<file path="config.mk">
export PLATFORM = sky130hd
export DESIGN_NAME = point_stream_sink
export DESIGN_NICKNAME = d
export VERILOG_FILES = /design/src/rtl/point_stream_sink_pkg.sv /design/src/rtl/fb_bitmap.sv /design/src/rtl/point_stream_sink.sv
export SDC_FILE = /design/constraint.sdc
export NUM_CORES = 2
export LEC_CHECK = 0
export CORE_ASPECT_RATIO = 0.75
export CORE_MARGIN = 2
export CORE_UTILIZATION = 63
export CTS_CLUSTER_DIAMETER = 150
export DETAILED_ROUTE_END_ITERATION = 12
export PLACE_DENSITY = 0.81
export SETUP_SLACK_MARGIN = 0.05
export SLEW_MARGIN = 10
export SYNTH_ARGS = -nofsm -noshare
export SYNTH_HDL_FRONTEND = slang
export SYNTH_HIERARCHICAL = 1
export SYNTH_SLANG_ARGS = --single-unit
</file>
<file path="constraint.sdc">
create_clock -name _clock -period 24.6 [get_ports _clock]
set_input_delay 2.46 -clock _clock [delete_from_list [all_inputs] [get_ports _clock]]
set_output_delay 2.46 -clock _clock [all_outputs]
set_load 0.005 [all_outputs]
</file>
<file path="src/rtl/point_stream_sink_pkg.sv">
// Shared types and helpers for the point stream sink: FSM state encoding,
// counter width and a saturating increment.
package point_stream_sink_pkg;

  localparam int COUNT_W = 16;

  typedef enum logic [2:0] {
    ST_IDLE    = 3'd0,
    ST_CLEAR   = 3'd1,
    ST_LAUNCH  = 3'd2,
    ST_COLLECT = 3'd3,
    ST_DONE    = 3'd4
  } state_e;

  function automatic logic [COUNT_W-1:0] sat_inc(input logic [COUNT_W-1:0] v);
    return (v == '1) ? v : v + 1'b1;
  endfunction

endpackage

</file>
<file path="src/rtl/fb_bitmap.sv">
// 1-bit framebuffer: FB_H rows of FB_W bits with whole-row clear, single-bit
// set, a registered readback port and a combinational peek at the set address.
module fb_bitmap #(
  parameter  int FB_W = 32,
  parameter  int FB_H = 32,
  localparam int XW   = $clog2(FB_W),
  localparam int YW   = $clog2(FB_H)
) (
  input  logic          clk_i,
  input  logic          rst_ni,
  input  logic          clr_en_i,
  input  logic [YW-1:0] clr_row_i,
  input  logic          set_en_i,
  input  logic [XW-1:0] set_x_i,
  input  logic [YW-1:0] set_y_i,
  input  logic [XW-1:0] rd_x_i,
  input  logic [YW-1:0] rd_y_i,
  output logic          peek_o,
  output logic          rd_pixel_o
);

  logic [FB_W-1:0] mem_q [FB_H];
  logic            rd_pixel_q;

  always_ff @(posedge clk_i) begin
    if (clr_en_i) begin
      mem_q[clr_row_i] <= '0;
    end else if (set_en_i) begin
      mem_q[set_y_i][set_x_i] <= 1'b1;
    end
  end

  // Read sees the array before this edge's write, so same-cycle reads return old data.
  always_ff @(posedge clk_i) begin
    if (!rst_ni) rd_pixel_q <= 1'b0;
    else         rd_pixel_q <= mem_q[rd_y_i][rd_x_i];
  end

  // Writes land at the edge, so a back-to-back beat already sees the previous set here.
  assign peek_o     = mem_q[set_y_i][set_x_i];
  assign rd_pixel_o = rd_pixel_q;

endmodule

</file>
<file path="src/rtl/point_stream_sink.sv">
// Stream sink: clears the framebuffer, launches a generator, rasterises its
// coordinate beats with clipping, counts hits/clips and ends on done or timeout.
// Handshake: a beat transfers on a rising edge where _in_valid && _in_ready;
// _in_ready is high only in COLLECT and does not depend on _in_valid.
module point_stream_sink
  import point_stream_sink_pkg::*;
#(
  parameter int WIDTH   = 32,
  parameter int FB_W    = 32,
  parameter int FB_H    = 32,
  parameter int TIMEOUT = 1024
) (
  input  logic                      _clock,
  input  logic                      _reset,
  input  logic                      _start,
  output logic                      _gen_start,
  input  logic signed [WIDTH-1:0]   _in0,
  input  logic signed [WIDTH-1:0]   _in1,
  input  logic                      _in_valid,
  output logic                      _in_ready,
  input  logic                      _gen_done,
  input  logic [$clog2(FB_W)-1:0]   rd_x,
  input  logic [$clog2(FB_H)-1:0]   rd_y,
  output logic                      rd_pixel,
  output logic [15:0]               _count,
  output logic [15:0]               _unique,
  output logic [15:0]               _clipped,
  output logic                      _timeout,
  output logic                      _done,
  output logic [2:0]                dbg_state
);

  localparam int XW = $clog2(FB_W);
  localparam int YW = $clog2(FB_H);
  localparam int TW = $clog2(TIMEOUT + 1);

  state_e               state_q, state_d;
  logic [YW-1:0]        row_q;
  logic [TW-1:0]        to_q;
  logic [COUNT_W-1:0]   count_q, unique_q, clipped_q;
  logic                 timeout_q;
  logic                 accept, in_range, idle_hit, launch_run, peek;

  assign accept     = _in_valid && _in_ready;
  // Power-of-two bounds: in range iff every bit above the index (sign included) is zero.
  assign in_range   = (_in0[WIDTH-1:XW] == '0) && (_in1[WIDTH-1:YW] == '0);
  assign idle_hit   = (state_q == ST_COLLECT) && !_in_valid && !_gen_done &&
                      (to_q == TW'(TIMEOUT - 1));
  assign launch_run = _start && ((state_q == ST_IDLE) || (state_q == ST_DONE));

  always_ff @(posedge _clock) begin
    if (!_reset) state_q <= ST_IDLE;
    else         state_q <= state_d;
  end

  always_comb begin
    state_d = state_q;
    case (state_q)
      ST_IDLE:    if (_start) state_d = ST_CLEAR;
      ST_CLEAR:   if (row_q == YW'(FB_H - 1)) state_d = ST_LAUNCH;
      ST_LAUNCH:  state_d = ST_COLLECT;
      ST_COLLECT: if (_gen_done || idle_hit) state_d = ST_DONE;
      ST_DONE:    if (_start) state_d = ST_CLEAR;
      default:    state_d = ST_IDLE;
    endcase
  end

  always_comb begin
    _gen_start = (state_q == ST_LAUNCH);
    _in_ready  = (state_q == ST_COLLECT);
    _done      = (state_q == ST_DONE);
  end

  always_ff @(posedge _clock) begin
    if (!_reset || launch_run) begin
      row_q     <= '0;
      to_q      <= '0;
      count_q   <= '0;
      unique_q  <= '0;
      clipped_q <= '0;
      timeout_q <= 1'b0;
    end else begin
      if (state_q == ST_CLEAR)  row_q <= row_q + 1'b1;
      if (state_q == ST_LAUNCH) to_q  <= '0;
      if (state_q == ST_COLLECT) begin
        if (accept)          to_q <= '0;
        else if (!_gen_done) to_q <= to_q + 1'b1;
        if (idle_hit) timeout_q <= 1'b1;
        if (accept) begin
          if (in_range) begin
            count_q <= sat_inc(count_q);
            if (!peek) unique_q <= sat_inc(unique_q);
          end else begin
            clipped_q <= sat_inc(clipped_q);
          end
        end
      end
    end
  end

  fb_bitmap #(.FB_W(FB_W), .FB_H(FB_H)) u_fb (
    .clk_i      (_clock),
    .rst_ni     (_reset),
    .clr_en_i   (state_q == ST_CLEAR),
    .clr_row_i  (row_q),
    .set_en_i   (accept && in_range),
    .set_x_i    (_in0[XW-1:0]),
    .set_y_i    (_in1[YW-1:0]),
    .rd_x_i     (rd_x),
    .rd_y_i     (rd_y),
    .peek_o     (peek),
    .rd_pixel_o (rd_pixel)
  );

  assign _count    = count_q;
  assign _unique   = unique_q;
  assign _clipped  = clipped_q;
  assign _timeout  = timeout_q;
  assign dbg_state = state_q;

endmodule

</file>
==> metrics.md <==
| Metric | Value |
|---|---|
| Status | `complete, no violations` |
| Pre-CTS setup slack | `15.98 ns` |
| Non-filler cells, final | `5364` |
| Htree depth | `3` |
| Synth Area per Inst | `13.4 um2` |
| Internal | `3.07 mW` |
| HPWL after DPL | `93300 um` |
| Max Transition Viols Final | `0` |
| Slowest-stage cell, CP | `buf_4` |
| Seq pwr share | `0.502` |
| Post-synth top area share | `0.546` |
| Cts bufs inserted | `103` |
| Power Density | `64.3 mW/mm2` |
| First-pass GRT wire length | `256000 um` |
| DRC viols | `0` |
| Avg Vias per Cell | `7.55` |
| Worst-Margin Slew | `1.31 ns` |
| Post-Route WL | `176000 um` |
| Area contributors post-synth | `edfxtp_1 (55%), mux4_2 (19%), nor2_1 (7.2%)` |
| All-layer global routing usage | `0.382` |
| Clock Pin Slew Worst Setup and Hold Paths | `0.06 ns` |
| Most frequent CP cell | `mux4_2` |
| Clock sinks | `1093` |
| Max clock buf depth | `3` |
| Synthesized instance count | `4188` |
| Nets | `4202` |
| Clock Power Share | `0.422` |
| Fill count | `5614` |
| Max-slew headroom | `0.118` |
| CP Launch Type | `primary input` |
| CTS tree | `yes` |
| Share of layout cells above drive strength 1 | `0.199` |
| Reg area | `0.0321 mm2` |
| PortBufs | `134` |
| Area of the mapped netlist | `0.0563 mm2` |
| GP Congestion | `0.870` |
| Root Driver | `clkbuf_16` |
| Static Leakage | `20.5 nW` |
| Worst Clk Skew | `0.0199 ns` |
| Register area share after synthesis | `0.571` |
| Via count | `40500` |
| Worst path arrival time | `8.63 ns` |
| Post_cts resized | `0` |
| Peak supply drop | `0.0000648 V` |
| Critical path type | `primary input to register` |
| Core area | `0.0881 mm2` |
| Drt wl/cell | `32.9 um` |
| Gate power share | `0.075` |
| Largest net degree at the start of global routing | `205` |
| Max Freq | `125 MHz` |
| HP Class | `register to register` |
| Top FF cell, synth | `edfxtp_1` |
| Placed Instances | `5163` |
| Worst setup margin | `16.60 ns` |
| Fin crit period | `8.00 ns` |
| Vias in the first global route | `38800` |
| Post-synth top area cell | `edfxtp_1` |
| Final setup TNS | `0 ns` |
| Area of the multi-input gates | `0.0227 mm2` |
| Initial antenna violation count | `9` |
| Ys async rst share | `0` |
| Synth Register Bits | `1093` |
| Number of synthesized flops with an enable pin | `1024` |
| Yosys cell types | `63` |
| Die Wd | `349 um` |
| Die height | `263 um` |
| Setup bufs post-CTS | `0` |
| Syn nets | `4273` |
| Hold_buf cts | `0` |
| Clock Latency Late Sink | `0.71 ns` |
| GRT overflow | `0` |
| Initial DRC count | `7976` |
| P_sw | `926 uW` |
| Routed Antenna Nets | `0` |
| WP data required | `25.22 ns` |
| CP Max Fanout | `100` |
| Post-route clock period utilization | `0.325` |
| Area Overhead vs Synth | `10.4%` |
| Fin. Hold Viols | `0` |
| Critical path cell sequence | `buf_8, buf_4, buf_4, mux4_2, mux4_2, mux4_2, mux2_2, nand2_1, o211ai_1, or4_1, or4b_2, or4_1, a21oi_1` |
| Starting Density | `0.639` |
| Core Rows | `94` |
| RSZ-0062 raised after global routing | `no` |
| Initial DRT Pass Iterations | `6` |
| Largest stage delay, worst path | `0.82 ns` |
| Sw frac | `0.232` |
| Max capacitance violation total | `0` |
| Final setup fails | `0` |
| Synthesis Warnings | `6` |
| Design Power | `4.00 mW` |
| Die Area | `0.0918 mm2` |
| Endpoint class of the critical path | `register` |
| I/O pin cnt | `135` |
-- final cells by class --
class,instances,area share
antenna,7,0.000282
inverter,15,0.00105
clock inverter,63,0.0110
sequential,1093,0.517
tap,1152,0.0232
clock buffer,130,0.0456
timing repair buffer,247,0.0360
multi-input combinational,2657,0.366
-- per-stage QoR --
step	utilization	cell area [um2]	hold slack, ns
2_1_floorplan	-	56300	0.463
3_3_place_gp	0.665	58600	0.454
3_5_place_dp	0.665	58600	0.462
4_1_cts	0.705	62100	0.478
5_1_grt	0.705	62100	0.490
6_report	0.705	62100	0.479
-- final timing paths --
path | startpoint | end | slack, ns | cells past startpoint
worst max-delay path | _in1[1] | _unique[9]$_SDFFE_PP0P_ | 16.60 | 13
worst min-delay path | _timeout$_SDFFE_PP0P_ | _timeout$_SDFFE_PP0P_ | 0.48 | 1
worst max register to register | dbg_state[0]$_SDFFE_PN0P_ | u_fb/mem_q[17][18]$_DFFE_PP_ | 18.72 | 8
worst min register to register | _timeout$_SDFFE_PP0P_ | _timeout$_SDFFE_PP0P_ | 0.48 | 1
-- power groups by stage --
stage | Sequential (mW) | Combinational [mW] | Clock [mW]
2_1_floorplan | 2.05 | 0.192 | 0
3_3_place_gp | 2.05 | 0.285 | 0
3_5_place_dp | 2.05 | 0.289 | 0
4_1_cts | 2.01 | 0.290 | 1.69
5_1_grt | 2.01 | 0.309 | 1.76
6_report | 2.01 | 0.302 | 1.69
-- cell usage after synthesis (all sizes together) (4+ instances only) --
cell type,count
nand2,93
mux2i,262
or3,19
nand4,32
or4,35
nand3,47
dfxtp,69
edfxtp,1024
or2,5
nor2b,6
o21ai,65
nand3b,14
clkbuf,338
nor3b,12
nor3,52
a31oi,8
inv,15
a211oi,5
and3b,5
a21oi,133
mux4,464
nor2,1084
ha,6
or4b,4
o221ai,106
a2111oi,7
nor4,46
buf,85
a22oi,4
nand2b,12
o22ai,60
o31ai,25
and3,10
-- sequential cells by signal, summed over array words and instances, names as in the netlist --
name / cells
_count: 16
u_fb/mem_q: 1024
_unique: 16
to_q: 11
row_q: 5
u_fb/rd_pixel_o: 1
dbg_state: 3
_timeout: 1
_clipped: 16
-- layer usage --
metal	routed length, um	up-vias	part of all wire	global-route usage
li1	-	16100	-	-
met1	57000	19900	0.32	0.517
met2	75600	3710	0.43	0.540
met3	31700	844	0.18	0.148
met4	11800	8	0.067	0.204
met5	114	-	0.00065	0
-- worst max-delay path, delay by kind of cell --
family	cells	cell delay, ns
multiplexers	4	1.71
buffers and inverters	3	2.00
AND/OR/NAND/NOR	4	2.12
AO/OA/AOI/OAI	2	0.25
-- placed cells by master, fill, tap and decap left out, drive strengths merged, types with 14 or more instances in the layout --
master / Yosys / routed
nor2: 1084 / 1084
edfxtp: 1024 / 1024
mux4: 464 / 464
mux2i: 262 / 262
a21oi: 133 / 133
clkbuf: 338 / 130
clkdlybuf4s50: 0 / 125
buf: 85 / 122
o221ai: 106 / 106
nand2: 93 / 93
dfxtp: 69 / 69
o21ai: 65 / 65
o22ai: 60 / 60
nor3: 52 / 52
nand3: 47 / 47
nor4: 46 / 46
clkinv: 0 / 42
or4: 35 / 35
nand4: 32 / 32
o31ai: 25 / 25
or3: 19 / 19
inv: 15 / 15
nand3b: 14 / 14
bufinv: 0 / 14
-- kinds of logic (layout without fill, tap and decap cells) --
family          count (synthesis)  count (layout)  share of synthesized area
simple gates                 1486            1486                      0.113
xor+xnor                        3               3                   0.000467
mux                           727             727                      0.232
flops                        1093            1093                      0.571
compound gates                435             435                     0.0507
fa+ha+maj                       6               6                    0.00133
other cells                     0               7                          0
buf+inv                       438             455                     0.0312
Note: power is estimated with default switching activity, not from simulation.
==> edit: new RTL, same settings <==
`FB_W` is set to 32 in 2 places; all go to 16.
--- a/src/rtl/fb_bitmap.sv
+++ b/src/rtl/fb_bitmap.sv
@@ -2,5 +2,5 @@
 // set, a registered readback port and a combinational peek at the set address.
 module fb_bitmap #(
-  parameter  int FB_W = 32,
+  parameter  int FB_W = 16,
   parameter  int FB_H = 32,
   localparam int XW   = $clog2(FB_W),
--- a/src/rtl/point_stream_sink.sv
+++ b/src/rtl/point_stream_sink.sv
@@ -7,5 +7,5 @@
 #(
   parameter int WIDTH   = 32,
-  parameter int FB_W    = 32,
+  parameter int FB_W    = 16,
   parameter int FB_H    = 32,
   parameter int TIMEOUT = 1024
Interface: changed (resized rd_x); port bits go from 135 to 134. No check against the original RTL was run, so the function may have changed too.
==> edit against the unedited design <==
Clock power decreased by 48%. Routed wire length decreased by 49%. Sequential share of layout area decreased by 2.2 points. Total power decreased by 47%. Cell count decreased by 43%. Core utilization increased by 0.73 points. Combinational power decreased by 45%. Sequential cell count decreased by 512. Synthesized area decreased by 46%. Via count decreased by 45%. Register-to-register slack got worse by 410 ps. Worst setup slack got worse by 230 ps. Design area decreased by 46%. Critical path type unchanged. Largest cell class unchanged. Highest routed layer unchanged.
==> edit: results (changes against the unedited design) <==
| Metric | Value |
|---|---|
| Clock buffer count | `66 (-49%)` |
| Internal | `0.00162 W (-47%)` |
| RR Startpoint | `dbg_state[2]$_SDFFE_PN0P_` |
| Initial antenna violation count | `3 (-6)` |
| Register Area | `16800 sq um (-48%)` |
| Pre-CTS WS | `16090 ps (+104 ps)` |
| H-tree depth | `2 (-1)` |
| Sequential element share of the synthesized area | `55.1% (-2.0 points)` |
| Hold path cells | `2 (+1)` |
| Fraction of area in clock buffers and inverters | `5.41% (-0.25 points)` |
| Final GP Congestion | `1.02 (+17%)` |
| Synth cell count leaders | `nor2_1, edfxtp_1, mux4_2` |
| Placed Area | `32000 sq um (-45%)` |
| Worst slew pin tran | `1340 ps (+25.9 ps)` |
| Final setup skew | `25.0 ps (+5.05 ps)` |
| Core Util, Final | `71.2% (+0.73 points)` |
| Syn Nets | `2437 (-43%)` |
| Synth top area cells | `edfxtp_1, mux4_2, nor2_1` |
| Met3 WL post-DR | `15500 um (-51%)` |
| CP max stage delay | `1260 ps (+440 ps)` |
| 1st-iter DRT viols | `4132 (-48%)` |
| Avg Cell Area, Syn | `12.9 sq um (-3.9%)` |
| Buffers, non-clock | `169 (-32%)` |
| Clk Latency, worst-skew pair | `630 ps (-80 ps)` |
| DR WL/cell | `29.2 um (-11%)` |
| Grt met3 use | `14.8% (-0.036 points)` |
| DP HPWL | `55400 um (-41%)` |
| Worst R2R End | `u_fb/mem_q[0][13]$_DFFE_PP_` |
| Proportion of layout cells with a drive suffix above 1 | `17.0% (-2.9 points)` |
| FF-to-FF setup slack | `18310 ps (-410 ps)` |
| Seq group | `0.00106 W (-47%)` |
| Nets | `2465 (-41%)` |
| Drt pass-1 iters | `7 (+1)` |
| Max reg flops | `512 (-50%)` |
| EDFF count, synth | `512 (-50%)` |
| GR Layer Usage met2 | `51.0% (-3.0 points)` |
| Met1 Usage GRT | `49.5% (-2.1 points)` |
| Hold slack | `490 ps (+11.3 ps)` |
| Worst r2r path cells | `9 (+1)` |
| Status | `complete, no violations` |
| Non-clk invs | `24 (+9)` |
| Placed insts | `2962 (-43%)` |
| Total GRT Usage | `35.7% (-2.6 points)` |
| CP Max Fanout | `263 (+160%)` |
| Total number of vias | `22392 (-45%)` |
| Critical Path Slowest Stage Cell | `o31ai_1` |
| Vias in the first global route | `21285 (-45%)` |
| Port buffer count | `133 (-0.75%)` |
| Netlist cell types | `71 (+13%)` |
| Worst vdd ir | `0.0653 mV (+0.86%)` |
[edit: how the worst max path moves through the flow]
stage / start / end / slack, ps / cells past startpoint
2_1_floorplan: _in0[11] / u_fb/mem_q[16][10]$_DFFE_PP_ / 12510 / 13
3_3_place_gp: _in0[25] / u_fb/mem_q[26][0]$_DFFE_PP_ / 16380 / 11
3_5_place_dp: _in0[25] / u_fb/mem_q[18][7]$_DFFE_PP_ / 16090 / 11
4_1_cts: _in0[7] / u_fb/mem_q[16][11]$_DFFE_PP_ / 16700 / 11
5_1_grt: _in0[25] / u_fb/mem_q[0][13]$_DFFE_PP_ / 16170 / 10
6_report: _in0[25] / u_fb/mem_q[0][13]$_DFFE_PP_ / 16360 / 10
[edit: logic make-up after synthesis]
kind of cell / synth area share (%)
mux: 21.3
buf+inv: 3.33
simple gates: 13.8
xor+xnor: 0.0864
compound gates: 6.08
fa+ha+maj: 0.247
flops: 55.1
